--- config.mk ---
export PLATFORM = sky130hd
export DESIGN_NAME = framebuffer_arbiter
export DESIGN_NICKNAME = d
export VERILOG_FILES = /design/src/rtl/framebuffer_pkg.sv /design/src/rtl/framebuffer_arbiter.sv
export SDC_FILE = /design/constraint.sdc
export NUM_CORES = 1
export LEC_CHECK = 0
export BUFFER_PORTS_ARGS = -buffer_cell sky130_fd_sc_hd__clkbuf_2
export CAP_MARGIN = 20
export CORE_UTILIZATION = 25
export DETAILED_ROUTE_END_ITERATION = 10
export PLACE_DENSITY = 0.57
export SLEW_MARGIN = 0
export SYNTH_ARGS = -nofsm -noshare
export SYNTH_HDL_FRONTEND = slang
export SYNTH_SLANG_ARGS = --single-unit
--- constraint.sdc ---
create_clock -name clk_in -period 3.8 [get_ports clk_in]
set_clock_uncertainty 0.2 [all_clocks]
set_input_delay 0.95 -clock clk_in [delete_from_list [all_inputs] [get_ports clk_in]]
set_output_delay 0.95 -clock clk_in [all_outputs]
set_load 0.1 [all_outputs]
--- src/rtl/framebuffer_pkg.sv ---
// Shared definitions for the framebuffer arbiter: FSM state encoding, RAM geometry
// and the helper that builds a fetch address from (half, row, column).
package framebuffer_pkg;

  localparam int FB_DATA_WIDTH  = 16;
  localparam int FB_COLUMN_BITS = 6;
  localparam int FB_ROW_BITS    = 4;
  localparam int FB_ADDR_WIDTH  = 1 + FB_ROW_BITS + FB_COLUMN_BITS;

  localparam logic HALF_TOP    = 1'b0;
  localparam logic HALF_BOTTOM = 1'b1;

  typedef enum logic [2:0] {
    ST_IDLE,
    ST_RD_TOP,
    ST_RD_BOT,
    ST_RD_LAT_TOP,
    ST_RD_LAT_BOT,
    ST_WRITE
  } fb_state_e;

  // Columns are stored mirrored in RAM, hence the inverted column field.
  function automatic logic [FB_ADDR_WIDTH-1:0] fetchAddress(
    input logic                      half,
    input logic [FB_ROW_BITS-1:0]    row,
    input logic [FB_COLUMN_BITS-1:0] column
  );
    return {half, row, ~column};
  endfunction

endpackage

--- src/rtl/framebuffer_arbiter.sv ---
// Arbitrates the single-port framebuffer RAM: scan-out pixel-pair fetches have absolute
// priority, host writes use idle slots. Define FRAMEBUFFER_ARBITER_OVERRUN_EN for fetch_overrun.
module framebuffer_arbiter
  import framebuffer_pkg::*;
#(
  parameter int DATA_WIDTH  = FB_DATA_WIDTH,
  parameter int COLUMN_BITS = FB_COLUMN_BITS,
  parameter int ROW_BITS    = FB_ROW_BITS,
  localparam int ADDR_WIDTH = 1 + ROW_BITS + COLUMN_BITS
) (
  input  logic                   clk_in,
  input  logic                   reset,
  input  logic                   fetch_start,
  input  logic [COLUMN_BITS-1:0] fetch_column,
  input  logic [ROW_BITS-1:0]    fetch_row,
  output logic [DATA_WIDTH-1:0]  fetch_top,
  output logic [DATA_WIDTH-1:0]  fetch_bottom,
  output logic                   fetch_done,
`ifdef FRAMEBUFFER_ARBITER_OVERRUN_EN
  output logic                   fetch_overrun,
`endif
  input  logic                   wr_req,
  input  logic [ADDR_WIDTH-1:0]  wr_address,
  input  logic [DATA_WIDTH-1:0]  wr_data,
  output logic                   wr_ack,
  output logic [ADDR_WIDTH-1:0]  ram_address,
  output logic [DATA_WIDTH-1:0]  ram_data_out,
  input  logic [DATA_WIDTH-1:0]  ram_data_in,
  output logic                   ram_write_en,
  output logic                   ram_clk_enable
);

  fb_state_e              state_q, state_d;
  logic                   pending_q, pending_d;
  logic [COLUMN_BITS-1:0] column_q, column_d;
  logic [ROW_BITS-1:0]    row_q, row_d;
  logic [ADDR_WIDTH-1:0]  address_q, address_d;
  logic [DATA_WIDTH-1:0]  dataOut_q, dataOut_d;
  logic                   writeEn_q, writeEn_d;
  logic                   clkEnable_q, clkEnable_d;
  logic [DATA_WIDTH-1:0]  top_q, top_d;
  logic [DATA_WIDTH-1:0]  bottom_q, bottom_d;
  logic                   done_q, done_d;
  logic                   ack_q, ack_d;

  always_comb begin
    state_d     = state_q;
    pending_d   = pending_q;
    column_d    = column_q;
    row_d       = row_q;
    address_d   = address_q;
    dataOut_d   = dataOut_q;
    writeEn_d   = 1'b0;
    clkEnable_d = clkEnable_q;
    top_d       = top_q;
    bottom_d    = bottom_q;
    done_d      = 1'b0;
    ack_d       = 1'b0;

    case (state_q)
      ST_IDLE: begin
        if (pending_q) begin
          pending_d   = 1'b0;
          state_d     = ST_RD_TOP;
          clkEnable_d = 1'b1;
          address_d   = fetchAddress(HALF_TOP, row_q, column_q);
        end else if (fetch_start) begin
          column_d    = fetch_column;
          row_d       = fetch_row;
          state_d     = ST_RD_TOP;
          clkEnable_d = 1'b1;
          address_d   = fetchAddress(HALF_TOP, fetch_row, fetch_column);
        end else if (wr_req) begin
          state_d     = ST_WRITE;
          address_d   = wr_address;
          dataOut_d   = wr_data;
          writeEn_d   = 1'b1;
          clkEnable_d = 1'b1;
          ack_d       = 1'b1;
        end
      end

      ST_RD_TOP: begin
        state_d   = ST_RD_BOT;
        address_d = fetchAddress(HALF_BOTTOM, row_q, column_q);
      end

      ST_RD_BOT: begin
        state_d = ST_RD_LAT_TOP;
        top_d   = ram_data_in;
      end

      ST_RD_LAT_TOP: begin
        state_d     = ST_RD_LAT_BOT;
        bottom_d    = ram_data_in;
        done_d      = 1'b1;
        clkEnable_d = 1'b0;
      end

      // A start arriving here chains directly into the next fetch, giving one fetch per 4 cycles.
      ST_RD_LAT_BOT: begin
        if (fetch_start) begin
          column_d    = fetch_column;
          row_d       = fetch_row;
          state_d     = ST_RD_TOP;
          clkEnable_d = 1'b1;
          address_d   = fetchAddress(HALF_TOP, fetch_row, fetch_column);
        end else begin
          state_d = ST_IDLE;
        end
      end

      // The write slot cannot be reused: a start here is parked and launched from IDLE one edge later.
      ST_WRITE: begin
        state_d     = ST_IDLE;
        clkEnable_d = 1'b0;
        if (fetch_start) begin
          pending_d = 1'b1;
          column_d  = fetch_column;
          row_d     = fetch_row;
        end
      end

      default: begin
        state_d     = ST_IDLE;
        clkEnable_d = 1'b0;
      end
    endcase
  end

  always_ff @(posedge clk_in or posedge reset) begin
    if (reset) begin
      state_q     <= ST_IDLE;
      pending_q   <= 1'b0;
      column_q    <= '0;
      row_q       <= '0;
      address_q   <= '0;
      dataOut_q   <= '0;
      writeEn_q   <= 1'b0;
      clkEnable_q <= 1'b0;
      top_q       <= '0;
      bottom_q    <= '0;
      done_q      <= 1'b0;
      ack_q       <= 1'b0;
    end else begin
      state_q     <= state_d;
      pending_q   <= pending_d;
      column_q    <= column_d;
      row_q       <= row_d;
      address_q   <= address_d;
      dataOut_q   <= dataOut_d;
      writeEn_q   <= writeEn_d;
      clkEnable_q <= clkEnable_d;
      top_q       <= top_d;
      bottom_q    <= bottom_d;
      done_q      <= done_d;
      ack_q       <= ack_d;
    end
  end

  assign fetch_top      = top_q;
  assign fetch_bottom   = bottom_q;
  assign fetch_done     = done_q;
  assign wr_ack         = ack_q;
  assign ram_address    = address_q;
  assign ram_data_out   = dataOut_q;
  assign ram_write_en   = writeEn_q;
  assign ram_clk_enable = clkEnable_q;

`ifdef FRAMEBUFFER_ARBITER_OVERRUN_EN
  logic startDropped;
  logic overrun_q;

  // A start is lost while a fetch is in flight or one is already parked.
  always_comb begin
    startDropped = fetch_start &&
                   (pending_q || (state_q == ST_RD_TOP) ||
                    (state_q == ST_RD_BOT) || (state_q == ST_RD_LAT_TOP));
  end

  always_ff @(posedge clk_in or posedge reset) begin
    if (reset) begin
      overrun_q <= 1'b0;
    end else begin
      overrun_q <= overrun_q | startDropped;
    end
  end

  assign fetch_overrun = overrun_q;
`endif

endmodule
Word level (Yosys, flattened, before mapping)
Index checks and enable logic that the tools add are counted.

Bits in writable memories: 0. Bits in read-only memories: 0. Input port bits: 57. Flip-flop bits (word level): 76. Memories: 0. Bits in latches: 0. Logic and storage cells: 63.

Muxes and demuxes: 27. Bitwise logic cells: 5. $lt $le $gt $ge: 0. Equality and inequality tests: 9. Multiply operators: 0. Div/mod/pow operators: 0. Shifts and indexed selects: 0. $add $sub $neg: 0. Reduce and logical (&&, ||, !) cells: 11.

Operators with widths (count): two-way mux 11 bit (4); case mux 11 bit (3 select lines) (1); case mux 3 bit (5 select lines) (1); two-way mux 6 bit (2); NOT 6 bit (2); case mux 6 bit (2 select lines) (1); two-way mux 1 bit (10); two-way mux 3 bit (3); two-way mux 4 bit (2); case mux 4 bit (2 select lines) (1); == test 3 x 2 -> 1 bit (second input constant) (2); == test 3 bit (second input constant) (2); != test 2 bit (second input constant) (3); AND reduction 3 bit (2); != test 4 bit (second input constant) (1); AND reduction 2 bit (2); AND reduction 4 bit (1); nonzero test 2 bit (2); OR reduction 2 bit (2); == test 3 x 1 -> 1 bit (second input constant) (1); logical NOT 3 bit (1); NOT 1 bit (3); case mux 1 bit (3 select lines) (1); nonzero test 3 bit (1); case mux 1 bit (2 select lines) (1).

Longest topological paths before layout
Gate-level depths: netlist (run 1).

Depth after elaboration: 4. Depth in mapped cells: 6. Mapped depth without buffers: 4.

Worst setup path before layout (run 1)
No wires, ideal clock.

Kind: reg2out. Start: register ack_q (netlist: wr_ack). End: output port wr_ack. Required time: 2.650 ns. Arrival: 1.324 ns. Setup slack: 1.326 ns. Cell stages (with the launch flop): 2. Path buffers: 1. Cells stage by stage: dfrtp_1 buf_4.

RTL lines: start, declared (RTL line framebuffer_arbiter.sv:44) `logic ack_q, ack_d;`; start signal, assigned (RTL line framebuffer_arbiter.sv:157) `ack_q <= ack_d;`; end, declared (RTL line framebuffer_arbiter.sv:25) `output logic wr_ack,`.

No word-level cell between the ends.

Worst setup path in the final report (run 1)
Start: register clkEnable_q (netlist: ram_clk_enable). End: output port ram_clk_enable.

RTL lines: start, declared (RTL line framebuffer_arbiter.sv:40) `logic clkEnable_q, clkEnable_d;`; start signal, assigned (RTL line framebuffer_arbiter.sv:153) `clkEnable_q <= clkEnable_d;`; end, declared (RTL line framebuffer_arbiter.sv:30) `output logic ram_clk_enable`.

No word-level cell between the ends.

==> results.yml, run 1 <==
outcome:
  outcome: "finished clean"
floorplanning:
  chipWidth_um: 121
  rows: 43
  initial_utilization_pct: 25.5
  core-area_mm2: 0.0138
  io_count: 120
  area_of_the_die_mm2: 0.0146
  die_y_um: 121
job:
  drv_cap: 0
hold_path:
  whs_path_depth: 1
  timing.hold.worst.class: "register to register"
clocking:
  h-tree-depth: 3
  worstSkewPairLatency_ps: 340
  tritoncts.num_buffers: 9
  cts_setup_buffers: 0
  cts.sink_count: 76
  clock_path_buffers: 2
  clock_tree_from_tritoncts: "built"
  cts_repair_resize_count: 0
  clk_transition_reported_paths_ps: 70
  number_of_hold_repair_buffers_added_at_the_cts_stage: 0
  root_buffer: "clkbuf_16"
sta:
  timing.final.crit_share_pct: 62.3
  timing.final.max_slew_violations: 0
  final.min_clock_period_ps: 2370
  setup_viol_count_final: 0
  grt_setup_unrepaired: "false"
  final_hold_viol_count: 0
  slew_at_the_pin_with_the_worst_max_slew_slack_ps: 691
  max-slew-margin-rel_pct: 54.0
  fmax_ghz: 0.422
  setup_tns_ps: 0
worst_setup_path:
  worstPathMaxFanout: 4
  ff2ff_path_depth: 4
  timing.setup.critical_path_class: "register to output pin"
  critical_path_arrival_ps: 1220
  worstSetupEndpointType: "output pin"
  cp_num_cells: 1
  slowest_stage: "clkbuf_2"
  slowest_stage_delay_on_critical_path_ps: 490
  crit_chain: "clkbuf_2"
  gate_family_responsible_for_the_most_delay_along_the_worst_path: "buffers and inverters"
  worst-endpoint-required_ps: 2650
  crit_path_start_kind: "register"
  critical_path.n_buffers_inverters: 1
synth:
  synth_seq_cells: 76
  syn-mean-instance-area_um2: 13.6
  netlist_area_mm2: 0.00353
  yosys.cell_types.count: 41
  synth-warning-count: 0
  synth-edff-count: 0
  post_synthesis_net_count: 317
  synthCells: 260
  yosysSeqAreaShare_pct: 53.9
  asyncSetResetFlopFracSynth_pct: 100
  ys.flop_type: "dfrtp_1"
place:
  portBuffers: 119
  dp_hpwl_mm: 5.69
  gpl.final_weighted_congestion: 0.772
grt:
  grt_start_max_net_pins: 60
  grt-busiest-layer: "met2"
  grt_pass1_vias: 2522
  grt.met3_usage_pct: 3.96
  met1_usage_pct: 14.8
  groute.usage.overall_pct: 11.8
  grt_pass1_wl_mm: 13.0
  globalRoute.totalOverflow: 0
  met2_usage_pct: 18.2
  grt_antenna_before_repair: 0
drt:
  route.antenna.remaining_nets: 0
  detailroute.via_count: 2492
  drt_first_pass_iters: 4
  post_drt_wl_per_cell_um: 14.4
  first_iteration_detailed_routing_drc_count: 105
  wl_mm: 8.16
  routed_via_density: 4.40
  drcViolationCount: 0
layout:
  post_route_cells_drive_above_1_share_pct: 57.3
  area_growth_pct: 30.2
  antenna_cells: 0
  nets: 438
-- layout by cell type, fill, tap and decap left out, types with 4 or more instances in the layout --
| cell | count |
|---|---|
| a22oi_1 | 4 |
| mux2_2 | 47 |
| inv_1 | 5 |
| nand2_1 | 13 |
| mux2_4 | 19 |
| mux2i_1 | 4 |
| a21oi_1 | 9 |
| nor2_1 | 15 |
| a31oi_1 | 6 |
| o22ai_1 | 10 |
| buf_4 | 4 |
| dfrtp_1 | 76 |
| clkbuf_16 | 9 |
| o211ai_1 | 6 |
| clkbuf_2 | 119 |
| o21ai_0 | 4 |
-- layout make-up --
class / count / area [µm²]
Clock buffer: 9 / 225
Clock inverter: 7 / 100
Fill cell: 1392 / 9230
Inverter: 7 / 27.5
Multi-Input combinational cell: 163 / 1470
Sequential cell: 76 / 1900
Tap cell: 180 / 225
Timing Repair Buffer: 124 / 646
-- state kept, by name (all words and copies together), names as in the netlist --
register / flops
column_q: 6
wr_ack: 1
fetch_top: 16
row_q: 4
fetch_done: 1
state_q: 3
ram_address: 11
ram_clk_enable: 1
pending_q: 1
fetch_bottom: 16
ram_data_out: 16
-- stage by stage --
step | hold WS [ps] | area, µm² | setup slack (ps) | std cells | util (%)
after floorplan | 303 | 3530 | 712 | 260 | -
after global placement | 288 | 4250 | 1120 | 549 | 30.7
after detailed placement | 292 | 4250 | 1090 | 549 | 30.7
after CTS | 312 | 4580 | 1410 | 565 | 33.1
after global routing | 325 | 4600 | 1340 | 566 | 33.2
final | 307 | 4600 | 1430 | 566 | 33.2
-- metal layers --
| layer | vias up | wire, µm | part of all wire [%] |
|---|---|---|---|
| met1 | 1213 | 3770 | 46 |
| met4 | 0 | 146 | 1.8 |
| met3 | 15 | 481 | 5.9 |
| li1 | 1183 | - | - |
| met2 | 81 | 3760 | 46 |
| met5 | - | 0 | 0 |
-- Yosys cell counts, types with 6 or more instances --
master | number | share of area [%]
a21oi_1 | 9 | 1.3
a31oi_1 | 6 | 1.1
buf_6 | 7 | 2.2
dfrtp_1 | 76 | 54
inv_1 | 6 | 0.64
mux2_2 | 47 | 15
mux2_4 | 19 | 8.1
nand2_1 | 13 | 1.4
nor2_1 | 15 | 1.6
o211ai_1 | 6 | 1.3
o22ai_1 | 10 | 1.8
-- cells by family (layout without fill, tap and decap cells) --
group	after synthesis	in the layout	synth area share (%)
xor+xnor	1	1	0.248
mux	70	70	24.2
flops	76	76	53.9
simple gates	45	45	7.80
buf+inv	21	147	4.43
compound gates	47	47	9.40
-- final timing paths --
check | start | end | slack, ps
worst min-delay path | fetch_bottom[14] | fetch_bottom[14] | 310
max in group asynchronous | reset | fetch_bottom[11] | 2390
worst max register to register | state_q[1] | fetch_top[15] | 1520
worst max-delay path | ram_clk_enable | ram_clk_enable | 1430
min in group asynchronous | reset | fetch_top[2] | 410
worst min register to register | fetch_bottom[14] | fetch_bottom[14] | 310
Power of run 1 is left out: the tool's default activity adds up to more than one toggle a clock period on the data nets, which glitch-free logic cannot reach.
==> run 2: changes to the inputs <==
- ABC_AREA: unset -> 1
- PLACE_DENSITY: 0.57 -> 0.58
- clock period: 3.8 -> 1.95 ns (I/O delays scaled with it)
==> results.yml, run 2 <==
synth:
  yosysSeqAreaShare_pct: 54.0
  yosysMostFrequentCell: "nand2_1"
  synthCells: 441
  syn-mean-instance-area_um2: 7.99
  synth.area.top_cells: "dfrtp_1 (54%), nand2_1 (20%), nand3_1 (7.1%)"
  synth_top_cells_by_count: "nand2_1 (184), dfrtp_1 (76), nand3_1 (50), inv_1 (45), o21ai_0 (34)"
  asyncSetResetFlopFracSynth_pct: 100
  synth-warning-count: 0
  synth-edff-count: 0
  netlist_area_mm2: 0.00352
  ys.flop_type: "dfrtp_1"
  synth_largest_type_area_fraction_pct: 54.0
  synth_seq_cells: 76
  yosys.cell_types.count: 25
  post_synthesis_net_count: 498
  yosys.area.top_type: "dfrtp_1"
grt:
  grt_start_max_net_pins: 51
  globalRoute.totalOverflow: 0
  groute.usage.overall_pct: 13.5
  grt_antenna_before_repair: 1
  grt_pass1_vias: 3077
  grt_pass1_wl_mm: 15.0
clocking:
  cts_repair_resize_count: 0
  number_of_hold_repair_buffers_added_at_the_cts_stage: 0
  clk_transition_reported_paths_ps: 60
  tritoncts.num_buffers: 9
  cts_setup_buffers: 0
  cts.sink_count: 76
  root_buffer: "clkbuf_16"
  worstSkewPairLatency_ps: 340
  h-tree-depth: 3
  clock_tree_from_tritoncts: "built"
  clock_path_buffers: 2
place:
  gpl.final_weighted_congestion: 0.832
  dp_hpwl_mm: 6.74
  portBuffers: 119
sta:
  fmax_ghz: 0.538
  final.min_clock_period_ps: 1860
  max-slew-margin-rel_pct: 62.8
  final_hold_viol_count: 0
  setup_tns_ps: 0
  grt_setup_unrepaired: "false"
  timing.final.crit_share_pct: 95.4
  timing.final.max_slew_violations: 0
  slew_at_the_pin_with_the_worst_max_slew_slack_ps: 560
  setup_viol_count_final: 0
drt:
  wl_mm: 9.11
  drcViolationCount: 0
  drt_first_pass_iters: 6
  first_iteration_detailed_routing_drc_count: 150
  detailroute.via_count: 3178
  post_drt_wl_per_cell_um: 12.2
  routed_via_density: 4.27
  route.antenna.remaining_nets: 0
worst_setup_path:
  crit_path_start_kind: "register"
  worstSetupEndpointType: "output pin"
  crit_chain: "clkbuf_2"
  critical_path.n_buffers_inverters: 1
  worst-endpoint-required_ps: 1260
  slowest_stage: "clkbuf_2"
  worst_r2r_startpoint: "state_q[0]"
  critical_path_arrival_ps: 1170
  slowest_stage_delay_on_critical_path_ps: 470
  timing.setup.critical_path_class: "register to output pin"
  gate_family_responsible_for_the_most_delay_along_the_worst_path: "buffers and inverters"
  worstPathMaxFanout: 2
  setup.worst_path.start: "fetch_bottom[1]"
layout:
  antenna_cells: 0
  area_growth_pct: 31.7
  finalCoreUtilization_pct: 33.5
  post_route_cells_drive_above_1_share_pct: 29.6
  layout.cells.most_common_list: "nand2_1 (184), clkbuf_2 (114), dfrtp_1 (75), nand3_1 (50), inv_1 (44)"
  layout_commonest_cell: "nand2_1"
  nets: 617
  num-fill-cells: 1470
job:
  drv_cap: 0
floorplanning:
  core-area_mm2: 0.0138
  chipWidth_um: 121
  rows: 43
  initial_utilization_pct: 25.5
  io_count: 120
  die_y_um: 121
  area_of_the_die_mm2: 0.0146
hold_path:
  timing.hold.worst.class: "input port to async pin"
outcome:
  outcome: "finished clean"
## run 2: cell types whose count changed after synthesis, sizes merged, moves of 10 or more
cell   delta
nand2   +172
mux2     -66
nand3    +49
inv      +44
o21ai    +36
nor2     -10
o22ai    -10
## run 2: cell families (layout without fill, tap and decap cells)
group,Yosys count,after routing,synth area share (%)
AOI/OAI and AO/OA,43,43,6.32
buffers and inverters,72,196,9.13
DFF,76,76,54.0
and+or+nand+nor,250,250,30.6
## run 2: worst min-delay path, stage by stage
cell and delay [ps]:
clkbuf_2 100, clkinvlp_4 80, buf_12 260
## run 2: routing by layer
metal  GRT usage, %  vias to the layer above  wire length [µm]
met3           5.80                       10               778
met4           4.17                        2                85
met2           21.2                      106              4150
met1           16.5                     1456              4080
li1               -                     1604                 -
met5              0                        -                13
## run 2: area by class of cell
class                      count  area [µm²]  area share, %
inverter                      51         200           4.32
tap                          180         225           4.86
clock inverter                 4        55.1           1.19
multi-input combinational    293        1300           28.1
sequential                    76        1900           41.0
timing repair buffer         129         696           15.0
clock buffer                  12         256           5.53
## run 2: per-stage QoR
stage	hold WS [ps]	instances	area [µm²]	setup slack, ps
finish	8.60	745	4640	90.2
global route	39.0	745	4640	3.58
CTS	12.1	745	4630	69.8
detailed placement	267	729	4320	130
global placement	264	729	4320	154
floorplan	257	441	3530	226
## run 2: final timing paths
path	to	slack [ps]	cells after the start
max	fetch_bottom[1]	90	1
min	fetch_top[8]	9	3
max reg2reg	ram_address[2]	190	7
min reg2reg	ram_data_out[5]	280	2
max in group asynchronous	wr_ack	1230	3
min in group clk_in	ram_data_out[7]	140	3
Power of run 2 is left out for the same reason.
==> run 3: changes to the inputs <==
- CORE_UTILIZATION: 25 -> 45
- PLACE_DENSITY: 0.58 -> 0.87
==> results.yml, run 3 (synthesis results as in run 2) <==
clocking:
  cts_setup_buffers: 0
  worstSkewPairLatency_ps: 330
  clock_tree_from_tritoncts: "built"
  clock_path_buffers: 2
  root_buffer: "clkbuf_8"
  h-tree-depth: 3
  tritoncts.num_buffers: 9
  number_of_hold_repair_buffers_added_at_the_cts_stage: 0
  clk_transition_reported_paths_ps: 80
  cts.sink_count: 76
layout:
  layout_commonest_cell: "nand2_1"
  regArea_mm2: 0.00190
  post_route_cells_drive_above_1_share_pct: 30.0
  antenna_cells: 0
  num-fill-cells: 660
  area_growth_pct: 26.4
  layout.cells.most_common_list: "nand2_1 (184), clkbuf_2 (117), dfrtp_1 (75), nand3_1 (49), inv_1 (44)"
  finalCoreUtilization_pct: 60.1
  multiInputGateArea_mm2: 0.00131
  nets: 619
worst_setup_path:
  timing.setup.critical_path_class: "register to output pin"
  slowest_stage_delay_on_critical_path_ps: 470
  crit_chain: "clkbuf_2"
  reg2reg_setup_slack_ps: 210
  critical_path.n_buffers_inverters: 1
  critical_path_arrival_ps: 1190
  worstSetupEndpointType: "output pin"
  worst-endpoint-required_ps: 1260
  crit_path_start_kind: "register"
  slowest_stage: "clkbuf_2"
  gate_family_responsible_for_the_most_delay_along_the_worst_path: "buffers and inverters"
  worstPathMaxFanout: 2
sta:
  setup_tns_ps: 0
  setup_viol_count_final: 0
  max-slew-margin-rel_pct: 63.2
  grt_setup_unrepaired: "false"
  slew_at_the_pin_with_the_worst_max_slew_slack_ps: 554
  final_hold_viol_count: 0
  fmax_ghz: 0.533
  final.min_clock_period_ps: 1880
  worst_hold_slack_ps: 39.2
  timing.final.crit_share_pct: 96.3
  timing.final.max_slew_violations: 0
grt:
  groute.usage.overall_pct: 21.4
  grt_pass1_vias: 3067
  grt_antenna_before_repair: 0
  grt_pass1_wl_mm: 14.0
  grt_start_max_net_pins: 77
  globalRoute.totalOverflow: 0
floorplanning:
  area_of_the_die_mm2: 0.00818
  initial_utilization_pct: 47.5
  rows: 31
  core-area_mm2: 0.00741
  io_count: 120
  die_y_um: 90.5
  chipWidth_um: 90.5
drt:
  post_drt_wl_per_cell_um: 12.6
  first_iteration_detailed_routing_drc_count: 194
  wirelength_met1_mm: 3.66
  detailroute.wirelength.met3_um: 671
  dr_wl_met2_mm: 3.98
  drcViolationCount: 0
  route.antenna.remaining_nets: 0
  detailroute.via_count: 3223
  wl_mm: 8.42
  routed_via_density: 4.84
  top_layer_used: "met4"
  drt_first_pass_iters: 7
place:
  dp_hpwl_mm: 6.08
  gpl.final_weighted_congestion: 0.895
  portBuffers: 119
outcome:
  outcome: "finished clean"
hold_path:
  timing.hold.worst.class: "input port to async pin"
job:
  drv_cap: 0
run 3: cell count changes in the layout (fill, tap and decap cells not counted):
cell | before | now
buf_4 | 14 | 13
bufinv_16 | 1 | 2
clkbuf_16 | 9 | 0
clkbuf_2 | 114 | 117
clkbuf_8 | 2 | 9
clkinv_2 | 0 | 1
clkinv_4 | 0 | 1
clkinvlp_4 | 2 | 3
inv_6 | 2 | 0
nand3_1 | 50 | 49
nand3_2 | 1 | 2
run 3: what timing repair did:
action | 4_1_cts | 5_1_grt
resized for setup | 0 | 2
endpoints found under the setup margin | 0 | 11
hold endpoints to repair | 0 | 0
run 3: final timing paths:
kind | from | to | depth (start not counted)
max | ram_data_out[8] | ram_data_out[8] | 1
min | reset | fetch_bottom[14] | 3
max reg2reg | state_q[1] | ram_address[3] | 7
min reg2reg | ram_clk_enable | ram_clk_enable | 2
max in group asynchronous | reset | wr_ack | 3
min in group clk_in | wr_data[9] | ram_data_out[9] | 3
run 3: per-layer routing:
layer | up-vias | track usage [%]
met1 | 1464 | 27.6
met3 | 10 | 5.05
li1 | 1604 | -
met5 | - | 0
met2 | 145 | 35.0
met4 | 0 | 8.06
run 3: metrics by stage:
step	instance area, µm²	cells	setup WS [ps]
final	4450	666	72.7
after CTS	4450	666	52.2
after global routing	4450	666	23.9
after floorplan	3530	441	226
after global placement	4230	650	87.6
after detailed placement	4230	650	45.5
run 3: worst reg2reg max path: stages, from the launching register on:
cell and delay, ps:
dfrtp_1 530, nor2_4 190, nand2_2 110, inv_4 100, nand3b_4 90, nand2_1 280, nand2_1 110, nand2_1 80
run 3: layout make-up:
class,instances,area share (%)
flip-flops and latches,76,42.7
multi-input cells,293,29.3
repair buffers,131,15.8
inverters,51,4.50
clock buffers,10,2.87
well taps,99,2.78
clock inverters,6,1.99
Power of run 3 is left out for the same reason.
